--- src/rtl/i2c_master_ctrl.sv ---
// I2C master transaction sequencer: bus check, START, address/data byte hand-off to an
// external byte timer, STOP. Optional repeated-start ending under I2C_REPEATED_START_EN.
module i2c_master_ctrl (
  input  logic        clk,
  input  logic        n_rst,
  input  logic        go_i,
  input  logic        rw_i,
  input  logic [6:0]  addr_i,
  input  logic [5:0]  byte_count_i,
`ifdef I2C_REPEATED_START_EN
  input  logic        rep_start_i,
`endif
  input  logic [31:0] clock_div_i,
  input  logic [7:0]  tx_data_i,
  input  logic        tx_valid_i,
  output logic        tx_ready_o,
  output logic [7:0]  rx_data_o,
  output logic        rx_valid_o,
  output logic        timer_active_o,
  output logic        direction_o,
  output logic        should_nack_o,
  input  logic        timer_scl_i,
  input  logic        shift_strobe_i,
  input  logic        byte_complete_i,
  input  logic        ack_gen_i,
  input  logic        ack_i,
  input  logic        abort_i,
  input  logic        sda_sync_i,
  input  logic        scl_sync_i,
  output logic        sda_out_o,
  output logic        scl_out_o,
  output logic        busy_o,
  output logic        done_o,
  output logic        nack_err_o,
  output logic        arb_err_o,
  output logic [3:0]  state_o
);

  // Write data: tx_ready_o is high only in LOAD of a write; a byte transfers on the
  // cycle where tx_valid_i and tx_ready_o are both high. rx_valid_o is a single-cycle
  // strobe with no back-pressure.

  typedef enum logic [3:0] {
    S_IDLE, S_BUS_CHK, S_START_A, S_START_B, S_ADDR, S_LOAD, S_DATA,
    S_STOP_A, S_STOP_B, S_STOP_C, S_DONE, S_ERR, S_RS_A, S_RS_B
  } state_t;

  state_t      state_q, state_d, end_state;
  logic [31:0] cnt_q, cnt_d, div;
  logic        cnt_en, phase_last;
  logic [6:0]  addr_q;
  logic        rw_q;
  logic [5:0]  remaining_q;
  logic [7:0]  shreg_q;
  logic [2:0]  bit_cnt_q;
  logic        rel_q;
  logic        scl_prev_q;
  logic        nack_err_q, arb_err_q;
  logic [7:0]  rx_data_q;
  logic        rx_valid_q;
  logic        go_acc, load_addr, load_tx, scl_fall;
  logic        rep_q, hold_q;

  assign div        = (clock_div_i == 32'd0) ? 32'd1 : clock_div_i;
  assign phase_last = (cnt_q + 32'd1 == div);
  assign scl_fall   = scl_prev_q & ~scl_sync_i;
  assign go_acc     = (state_q == S_IDLE) && go_i && !abort_i;
  assign end_state  = rep_q ? S_RS_A : S_STOP_A;
  assign load_addr  = (state_q == S_START_B) && (state_d == S_ADDR);
  assign load_tx    = (state_q == S_LOAD) && (state_d == S_DATA) && !rw_q;

  always_ff @(posedge clk or negedge n_rst) begin
    if (!n_rst) begin
      state_q <= S_IDLE;
      cnt_q   <= 32'd0;
    end else begin
      state_q <= state_d;
      cnt_q   <= cnt_d;
    end
  end

  always_comb begin
    state_d = state_q;
    cnt_en  = 1'b0;
    case (state_q)
      S_IDLE:    if (go_i) state_d = hold_q ? S_START_A : S_BUS_CHK;
      S_BUS_CHK: if (sda_sync_i && scl_sync_i) begin
                   cnt_en = 1'b1;
                   if (phase_last) state_d = S_START_A;
                 end
      S_START_A: begin cnt_en = 1'b1; if (phase_last) state_d = S_START_B; end
      S_START_B: begin cnt_en = 1'b1; if (phase_last) state_d = S_ADDR; end
      S_ADDR:    if (byte_complete_i) begin
                   if (ack_i)                   state_d = S_STOP_A;
                   else if (remaining_q == 6'd0) state_d = end_state;
                   else                          state_d = S_LOAD;
                 end
      S_LOAD:    if (rw_q || tx_valid_i) state_d = S_DATA;
      S_DATA:    if (byte_complete_i) begin
                   if (!rw_q && ack_i)           state_d = S_STOP_A;
                   else if (remaining_q <= 6'd1) state_d = end_state;
                   else                          state_d = S_LOAD;
                 end
      S_STOP_A:  begin cnt_en = 1'b1; if (phase_last) state_d = S_STOP_B; end
      // SCL may be stretched by a slave; only count once the line is seen high
      S_STOP_B:  if (scl_sync_i) begin
                   cnt_en = 1'b1;
                   if (phase_last) state_d = S_STOP_C;
                 end
      S_STOP_C:  begin cnt_en = 1'b1; if (phase_last) state_d = S_DONE; end
      S_DONE:    state_d = S_IDLE;
      S_ERR:     state_d = S_IDLE;
      S_RS_A:    begin cnt_en = 1'b1; if (phase_last) state_d = S_RS_B; end
      S_RS_B:    if (scl_sync_i) begin
                   cnt_en = 1'b1;
                   if (phase_last) state_d = S_DONE;
                 end
      default:   state_d = S_IDLE;
    endcase
    if (abort_i) state_d = S_ERR;
    if (state_d != state_q) cnt_d = 32'd0;
    else if (cnt_en)        cnt_d = cnt_q + 32'd1;
    else                    cnt_d = 32'd0;
  end

  always_comb begin
    timer_active_o = 1'b0;
    direction_o    = 1'b1;
    should_nack_o  = 1'b0;
    tx_ready_o     = 1'b0;
    sda_out_o      = 1'b1;
    scl_out_o      = 1'b1;
    case (state_q)
      S_IDLE, S_DONE: if (hold_q) scl_out_o = 1'b0;
      S_START_A: sda_out_o = 1'b0;
      S_START_B: begin sda_out_o = 1'b0; scl_out_o = 1'b0; end
      S_ADDR: begin
        timer_active_o = 1'b1;
        sda_out_o      = rel_q | shreg_q[7];
      end
      S_LOAD: begin
        scl_out_o  = 1'b0;
        tx_ready_o = !rw_q;
      end
      S_DATA: begin
        timer_active_o = 1'b1;
        direction_o    = !rw_q;
        should_nack_o  = rw_q && (remaining_q == 6'd1);
        sda_out_o      = rw_q ? !ack_gen_i : (rel_q | shreg_q[7]);
      end
      S_STOP_A: begin sda_out_o = 1'b0; scl_out_o = 1'b0; end
      S_STOP_B: sda_out_o = 1'b0;
      S_RS_A:   scl_out_o = 1'b0;
      default: ;
    endcase
    if (timer_active_o) scl_out_o = timer_scl_i;
  end

  always_ff @(posedge clk or negedge n_rst) begin
    if (!n_rst) begin
      addr_q      <= 7'd0;
      rw_q        <= 1'b0;
      remaining_q <= 6'd0;
      shreg_q     <= 8'hFF;
      bit_cnt_q   <= 3'd0;
      rel_q       <= 1'b0;
      scl_prev_q  <= 1'b1;
      nack_err_q  <= 1'b0;
      arb_err_q   <= 1'b0;
      rx_data_q   <= 8'd0;
      rx_valid_q  <= 1'b0;
    end else begin
      scl_prev_q <= scl_sync_i;
      rx_valid_q <= 1'b0;
      if (go_acc) begin
        addr_q      <= addr_i;
        rw_q        <= rw_i;
        remaining_q <= byte_count_i;
        nack_err_q  <= 1'b0;
        arb_err_q   <= 1'b0;
      end
      if (abort_i) arb_err_q <= 1'b1;
      if (load_addr) begin
        shreg_q   <= {addr_q, rw_q};
        bit_cnt_q <= 3'd0;
        rel_q     <= 1'b0;
      end else if (load_tx) begin
        shreg_q   <= tx_data_i;
        bit_cnt_q <= 3'd0;
        rel_q     <= 1'b0;
      end else if (state_q == S_LOAD) begin
        bit_cnt_q <= 3'd0;
        rel_q     <= 1'b0;
      end else if (timer_active_o && shift_strobe_i) begin
        shreg_q <= direction_o ? {shreg_q[6:0], 1'b1} : {shreg_q[6:0], sda_sync_i};
        if (bit_cnt_q != 3'd7) bit_cnt_q <= bit_cnt_q + 3'd1;
      end
      // Seven data bits shifted out; release SDA on the falling edge that opens the ack bit
      if (timer_active_o && direction_o && bit_cnt_q == 3'd7 && scl_fall) rel_q <= 1'b1;
      if (!abort_i && byte_complete_i) begin
        if (state_q == S_ADDR && ack_i) nack_err_q <= 1'b1;
        if (state_q == S_DATA) begin
          remaining_q <= remaining_q - 6'd1;
          if (rw_q) begin
            rx_valid_q <= 1'b1;
            rx_data_q  <= shreg_q;
          end else if (ack_i) begin
            nack_err_q <= 1'b1;
          end
        end
      end
    end
  end

`ifdef I2C_REPEATED_START_EN
  always_ff @(posedge clk or negedge n_rst) begin
    if (!n_rst) begin
      rep_q  <= 1'b0;
      hold_q <= 1'b0;
    end else begin
      if (go_acc) begin
        rep_q  <= rep_start_i;
        hold_q <= 1'b0;
      end
      if (state_q == S_RS_B && state_d == S_DONE) hold_q <= 1'b1;
      if (abort_i) hold_q <= 1'b0;
    end
  end
`else
  assign rep_q  = 1'b0;
  assign hold_q = 1'b0;
`endif

  assign rx_data_o  = rx_data_q;
  assign rx_valid_o = rx_valid_q;
  assign busy_o     = (state_q != S_IDLE);
  assign done_o     = (state_q == S_DONE);
  assign nack_err_o = nack_err_q;
  assign arb_err_o  = arb_err_q;
  assign state_o    = state_q;

endmodule

--- config.mk ---
export PLATFORM = sky130hd
export DESIGN_NAME = i2c_master_ctrl
export DESIGN_NICKNAME = d
export VERILOG_FILES = /design/src/rtl/i2c_master_ctrl.sv
export SDC_FILE = /design/constraint.sdc
export NUM_CORES = 1
export LEC_CHECK = 0
export ABC_AREA = 0
export CAP_MARGIN = 20
export CORE_MARGIN = 8
export CORE_UTILIZATION = 54
export CTS_CLUSTER_SIZE = 40
export DETAILED_ROUTE_END_ITERATION = 7
export GPL_ROUTABILITY_DRIVEN = 0
export MAX_ROUTING_LAYER = met4
export PLACE_DENSITY = 0.81
export SETUP_SLACK_MARGIN = 0.1
export SYNTH_ARGS = -nofsm -noshare
export SYNTH_HDL_FRONTEND = slang
export SYNTH_SLANG_ARGS = --single-unit
export TNS_END_PERCENT = 5
--- constraint.sdc ---
create_clock -name clk -period 4.35 [get_ports clk]
set_clock_uncertainty 0.05 [all_clocks]
set_input_delay 0.435 -clock clk [delete_from_list [all_inputs] [get_ports clk]]
set_output_delay 0.435 -clock clk [all_outputs]
set_load 0.1 [all_outputs]
==> reports/metrics.yaml, run 1 <==
grt_pass1_vias: 4908
via_count: 4843
die_width_um: 115
max_stage_delay_ns: 0.58
numCtsBuffers: 9
grt_pass1_wl_um: 24000
tns_ns: 0
grt_util_all_layers: 0.232
busiest_layer: "met2"
cpMaxStageDelayCell: "nor4_1"
clkLatencyLatePin_ns: 0.36
dr.pass1.iters: 5
pin_count: 89
clkPwrFrac: 0.316
core_um2: 9640
synthFlopType: "dfrtp_1"
min_period_ns: 3.91
min-delay-path-class: "input port to asynchronous set/reset pin"
drt-total-wl_um: 14500
yosysWarnings: 0
seq_power_share: 0.462
synth.distinct_cells: 69
initial_core_util: 0.546
cts_hold_buf: 0
drv_slew: 0
grt_antenna_before_repair: 0
root_buffer: "clkbuf_8"
yosysTopAreaCellShare: 0.309
fp.dieH_um: 115
clk_pin_slew_ns: 0.08
cts_resized: 0
fp-row-count: 36
slew_headroom: 0.284
maxCapViolCount: 0
finalHoldViolations: 0
ant_nets: 0
powerDensity_nw_per_um2: 272
final_cells: 795
synth_area_um2: 5270
crit_chain: "ha_1 > nand3_1 > buf_4 > or3_1 > nor4_1 > xnor3_1 > o2111ai_1 > and4bb_2 > nand3_4 > mux2i_4 > buf_12 > nor3b_1"
async_flop_share: 1.00
cts_tree: "done"
dpl_cell_area_um2: 6190
grtUsageMet2: 0.356
layout-drive-gt1-share: 0.134
combPwrFrac: 0.222
cp.arrival_ns: 4.12
via_per_inst: 6.09
synth_seq_area_share: 0.354
irDropWorstVdd_v: 0.000160
synthesis.nets: 664
h-tree-depth: 3
synth-edff-count: 0
clock-sinks: 74
dieArea_um2: 13200
drcViolationCount: 0
grt-ovfl-total: 0
post-place-ws_ns: 0.286
synth_top_cell_by_area: "dfrtp_1"
intPower_mw: 1.19
diodes: 0
port_buffers: 88
syn_inst: 593
cp-start-kind: "register"
setup_slack_ns: 0.438
power_leakage_nw: 2.44
avgSynthCellArea_um2: 8.88
use_met1: 0.294
cpLargestDelayFamily: "simple AND/OR/NAND/NOR gates"
fmax_mhz: 256
yosys-top-cells-area: "dfrtp_1, xnor2_1, nand2_1"
post_drt_wl_per_cell_um: 18.2
grt_max_degree: 39
worstMarginPinSlew_ns: 1.07
switching_power_mw: 0.548
postCtsSetupBuffers: 0
critical_path_class: "register to register"
p_sw_frac: 0.316
dp.cells: 779
drt_iter0_drc: 398
cp_num_buf_inv: 2
rsz0062_at_grt: "false"
cp-end-kind: "register"
stdcell_area_um2: 6380
final.period_utilization: 0.899
critPathRequiredTime_ns: 4.56
status: "finished clean"
met3_usage: 0.0499
final_util: 0.662
ys_ff_latch: 74
nNetsFinal: 728
setup-violations-final: 0
clock_path_buffers: 2
syn_to_final_growth_pct: 21.2
dpl.hpwl_um: 10900
crit_fanout: 32
## layout make-up
type	count	area, µm²
Fill cell	808	3260
Multi-Input combinational cell	463	3170
Sequential cell	74	1860
Timing Repair Buffer	93	923
Tap cell	133	166
Clock buffer	12	145
Inverter	16	60.1
Clock inverter	4	51.3
## logic make-up after synthesis
kind of cell | count (synthesis) | synth area share
DFF | 74 | 0.354
adders and majority gates | 5 | 0.0119
muxes | 13 | 0.0285
AOI/OAI and AO/OA | 93 | 0.127
xor gates and xnor gates | 59 | 0.109
buffers and inverters | 56 | 0.0470
and+or+nand+nor | 293 | 0.324
## cell usage after synthesis (all sizes together) (16+ instances only)
cell,count
nand3,21
nor4,17
nor2,41
dfrtp,65
nand4,23
xnor2,38
clkbuf,30
xor2,17
inv,16
o21ai,22
a21oi,17
nor3,56
nand2,78
## layout by cell type (no fill, tap or decap), drive strengths merged, types with 12 or more instances in the layout
| master | count |
|---|---|
| clkdlybuf4s50 | 86 |
| nand2 | 78 |
| dfrtp | 65 |
| nor3 | 56 |
| nor2 | 41 |
| xnor2 | 38 |
| nand4 | 23 |
| o21ai | 22 |
| nand3 | 21 |
| xor2 | 17 |
| a21oi | 17 |
| inv | 17 |
| nor4 | 17 |
| clkbuf | 12 |
## flip-flops by register name, indices dropped and copies added (netlist names)
signal,cells
scl_prev_q,1
rx_data_o,8
state_o,4
nack_err_o,1
shreg_q,8
arb_err_o,1
rw_q,1
rx_valid_o,1
cnt_q,32
bit_cnt_q,3
rel_q,1
remaining_q,6
addr_q,7
## per-layer routing
layer | vias to the layer above | wire length [µm]
li1 | 2270 | -
met1 | 2323 | 6310
met2 | 214 | 6800
met3 | 36 | 1050
met4 | 0 | 347
met5 | - | 0
## worst reg2reg max path, stage by stage (launching register included)
cell and delay (ns):
dfrtp_1 0.52, ha_1 0.25, nand3_1 0.26, buf_4 0.28, or3_1 0.36, nor4_1 0.58, xnor3_1 0.22, o2111ai_1 0.11
and4bb_2 0.37, nand3_4 0.16, mux2i_4 0.25, buf_12 0.19, nor3b_1 0.22
## worst paths after layout
path	start	end	slack (ns)	cells after the start
max reg2reg	cnt_q[0]	cnt_q[1]	0.44	12
max in group asynchronous	n_rst	cnt_q[6]	3.12	2
min reg2reg	rx_data_o[7]	rx_data_o[7]	0.43	2
min in group clk	rx_data_o[7]	rx_data_o[7]	0.43	2
max	cnt_q[0]	cnt_q[1]	0.44	12
min	n_rst	remaining_q[5]	0.13	1
## stage by stage
stage / hold WS, ns / total power [mW]
after floorplan: 0.0894 / 1.04
after global placement: 0.413 / 1.18
after detailed placement: 0.420 / 1.19
after CTS: 0.136 / 1.74
after global routing: 0.190 / 1.81
final: 0.129 / 1.73
## power groups by stage
| stage | combinational [mW] | clock, mW | sequential, mW |
|---|---|---|---|
| 3_3_place_gp | 0.372 | 0 | 0.808 |
| 3_5_place_dp | 0.383 | 0 | 0.811 |
| 5_1_grt | 0.416 | 0.585 | 0.808 |
| 6_report | 0.385 | 0.549 | 0.800 |
| 2_1_floorplan | 0.235 | 0 | 0.807 |
| 4_1_cts | 0.385 | 0.555 | 0.798 |
No activity file was read; power rests on OpenSTA's default activity.
==> run 2, diff against run 1 <==
PLACE_DENSITY = 0.92   (was 0.81)
clock period = 4.1 ns   (was 4.35 ns; I/O delays follow)
==> run 2 against run 1 <==
Effect of this change:
- clock power rose by 11%
- combinational power rose by 9.1%
- total power rose by 8.5%
- register-to-register slack got worse by 0.05 ns
- core utilization rose by 0.40 points
- worst hold slack improved by 0.063 ns
- critical path depth fell by 1
- sequential cell count did not move
- first-iteration DRC count rose by 48%
- global-route usage rose by 0.86 points
- via count rose by 5.2%
- setup slack got worse by 0.049 ns
==> reports/metrics.yaml, run 2 (synthesis gave the netlist of run 1 again) <==
status: "finished clean"
pin_count: 89
drcViolationCount: 0
cp_num_buf_inv: 1
cts_tree: "done"
top_register: "cnt_q"
via_per_inst: 6.37
min-delay-path-class: "input port to asynchronous set/reset pin"
fp.dieH_um: 115
root_buffer: "clkbuf_8"
final.period_utilization: 0.905
cts_resized: 0
dieArea_um2: 13200
powerDensity_nw_per_um2: 293
power_leakage_nw: 2.48
cpLargestDelayFamily: "simple AND/OR/NAND/NOR gates"
worstMarginPinSlew_ns: 1.04
grt_pass1_wl_um: 24900
finalHoldViolations: 0
grt-ovfl-total: 0
maxCapViolCount: 0
die_width_um: 115
cp.arrival_ns: 3.97
critPathRequiredTime_ns: 4.36
clk_pin_slew_ns: 0.09
setup-violations-final: 0
clkLatencyLatePin_ns: 0.38
fmax_mhz: 269
critical_path_class: "register to register"
drv_slew: 0
postCtsSetupBuffers: 0
cpMaxStageDelayCell: "or4_1"
max_stage_delay_ns: 0.55
port_buffers: 88
via_count: 5095
drt_iter0_drc: 589
fp-row-count: 36
syn_to_final_growth_pct: 21.9
h-tree-depth: 3
core_um2: 9640
grt_util_all_layers: 0.241
cts_hold_buf: 0
dpl.hpwl_um: 11300
stdcell_area_um2: 6420
final_util: 0.666
worst_hold_slack_ns: 0.193
post_drt_wl_per_cell_um: 19.2
clock-sinks: 74
layout_commonest_cell: "clkdlybuf4s50_1"
grt_pass1_vias: 4979
setup_slack_ns: 0.389
dr.pass1.iters: 6
initial_core_util: 0.546
drt-total-wl_um: 15400
numCtsBuffers: 9
dpl_cell_area_um2: 6210
crit_chain: "ha_1 > nand3_1 > buf_4 > or4_1 > or3_1 > nand3_1 > o2111ai_1 > and4bb_2 > nand3_4 > nor2_1 > a211o_1"
largest_register_ffs: 32
nNetsFinal: 733
crit_top_cell: "nand3_1"
ant_nets: 0
irDropWorstVdd_v: 0.000165
diodes: 0
grt_max_degree: 75
cp-end-kind: "register"
crit_fanout: 9
min_period_ns: 3.71
power.total_mw: 1.88
rsz0062_at_grt: "false"
slew_headroom: 0.304
final_cell_mix: "clkdlybuf4s50_1, nand2_1, dfrtp_1, nor2_1, xnor2_1"
post-place-ws_ns: 0.124
cp-start-kind: "register"
layout-drive-gt1-share: 0.151
grt_antenna_before_repair: 0
clock_path_buffers: 2
-- run 2: cell types whose count changed in the layout (fill, tap and decap cells not counted) --
cell and change:
buf_4 +10, clkbuf_1 -2, clkdlybuf4s50_1 -5, clkinv_2 -1
clkinv_4 +2, inv_6 +1
-- run 2: cell type report --
type / count / area (µm²)
fill: 763 / 3220
multi-input combinational: 463 / 3170
sequential: 74 / 1860
timing repair buffer: 98 / 948
tap: 133 / 166
clock buffer: 10 / 138
clock inverter: 6 / 72.6
inverter: 16 / 60.1
-- run 2: worst reg2reg max path, stage by stage, from the launching register on --
cell,delay (ns)
dfrtp_1,0.41
ha_1,0.22
nand3_1,0.36
buf_4,0.31
or4_1,0.55
or3_1,0.36
nand3_1,0.11
o2111ai_1,0.11
and4bb_2,0.36
nand3_4,0.16
nor2_1,0.46
a211o_1,0.22
-- run 2: stage by stage --
step | cells | TNS [ns]
floorplan | 593 | -0.211
global placement | 784 | 0
detailed placement | 784 | 0
CTS | 800 | 0
global route | 800 | 0
finish | 800 | 0
-- run 2: path summary, 6_finish.rpt --
check / start / endpoint / slack [ns] / cells past startpoint
max in group asynchronous: n_rst / cnt_q[13] / 3.19 / 2
worst min-delay path: n_rst / remaining_q[3] / 0.19 / 2
worst max register to register: cnt_q[1] / shreg_q[2] / 0.39 / 11
min in group clk: rx_data_o[4] / rx_data_o[4] / 0.43 / 2
worst max-delay path: cnt_q[1] / shreg_q[2] / 0.39 / 11
worst min register to register: rx_data_o[4] / rx_data_o[4] / 0.43 / 2
-- run 2: per-layer routing --
metal | vias to the layer above | GRT usage | wire, µm
li1 | 2283 | - | -
met1 | 2385 | 0.295 | 6060
met2 | 341 | 0.390 | 7360
met3 | 86 | 0.0373 | 1340
met4 | 0 | 0.102 | 616
met5 | - | - | 0
-- run 2: report_power, final --
part	switching [mW]	internal (mW)	total, mW
clock	0.308	0.304	0.612
sequential	0.0643	0.784	0.848
combinational	0.243	0.177	0.420
total	0.616	1.26	1.88
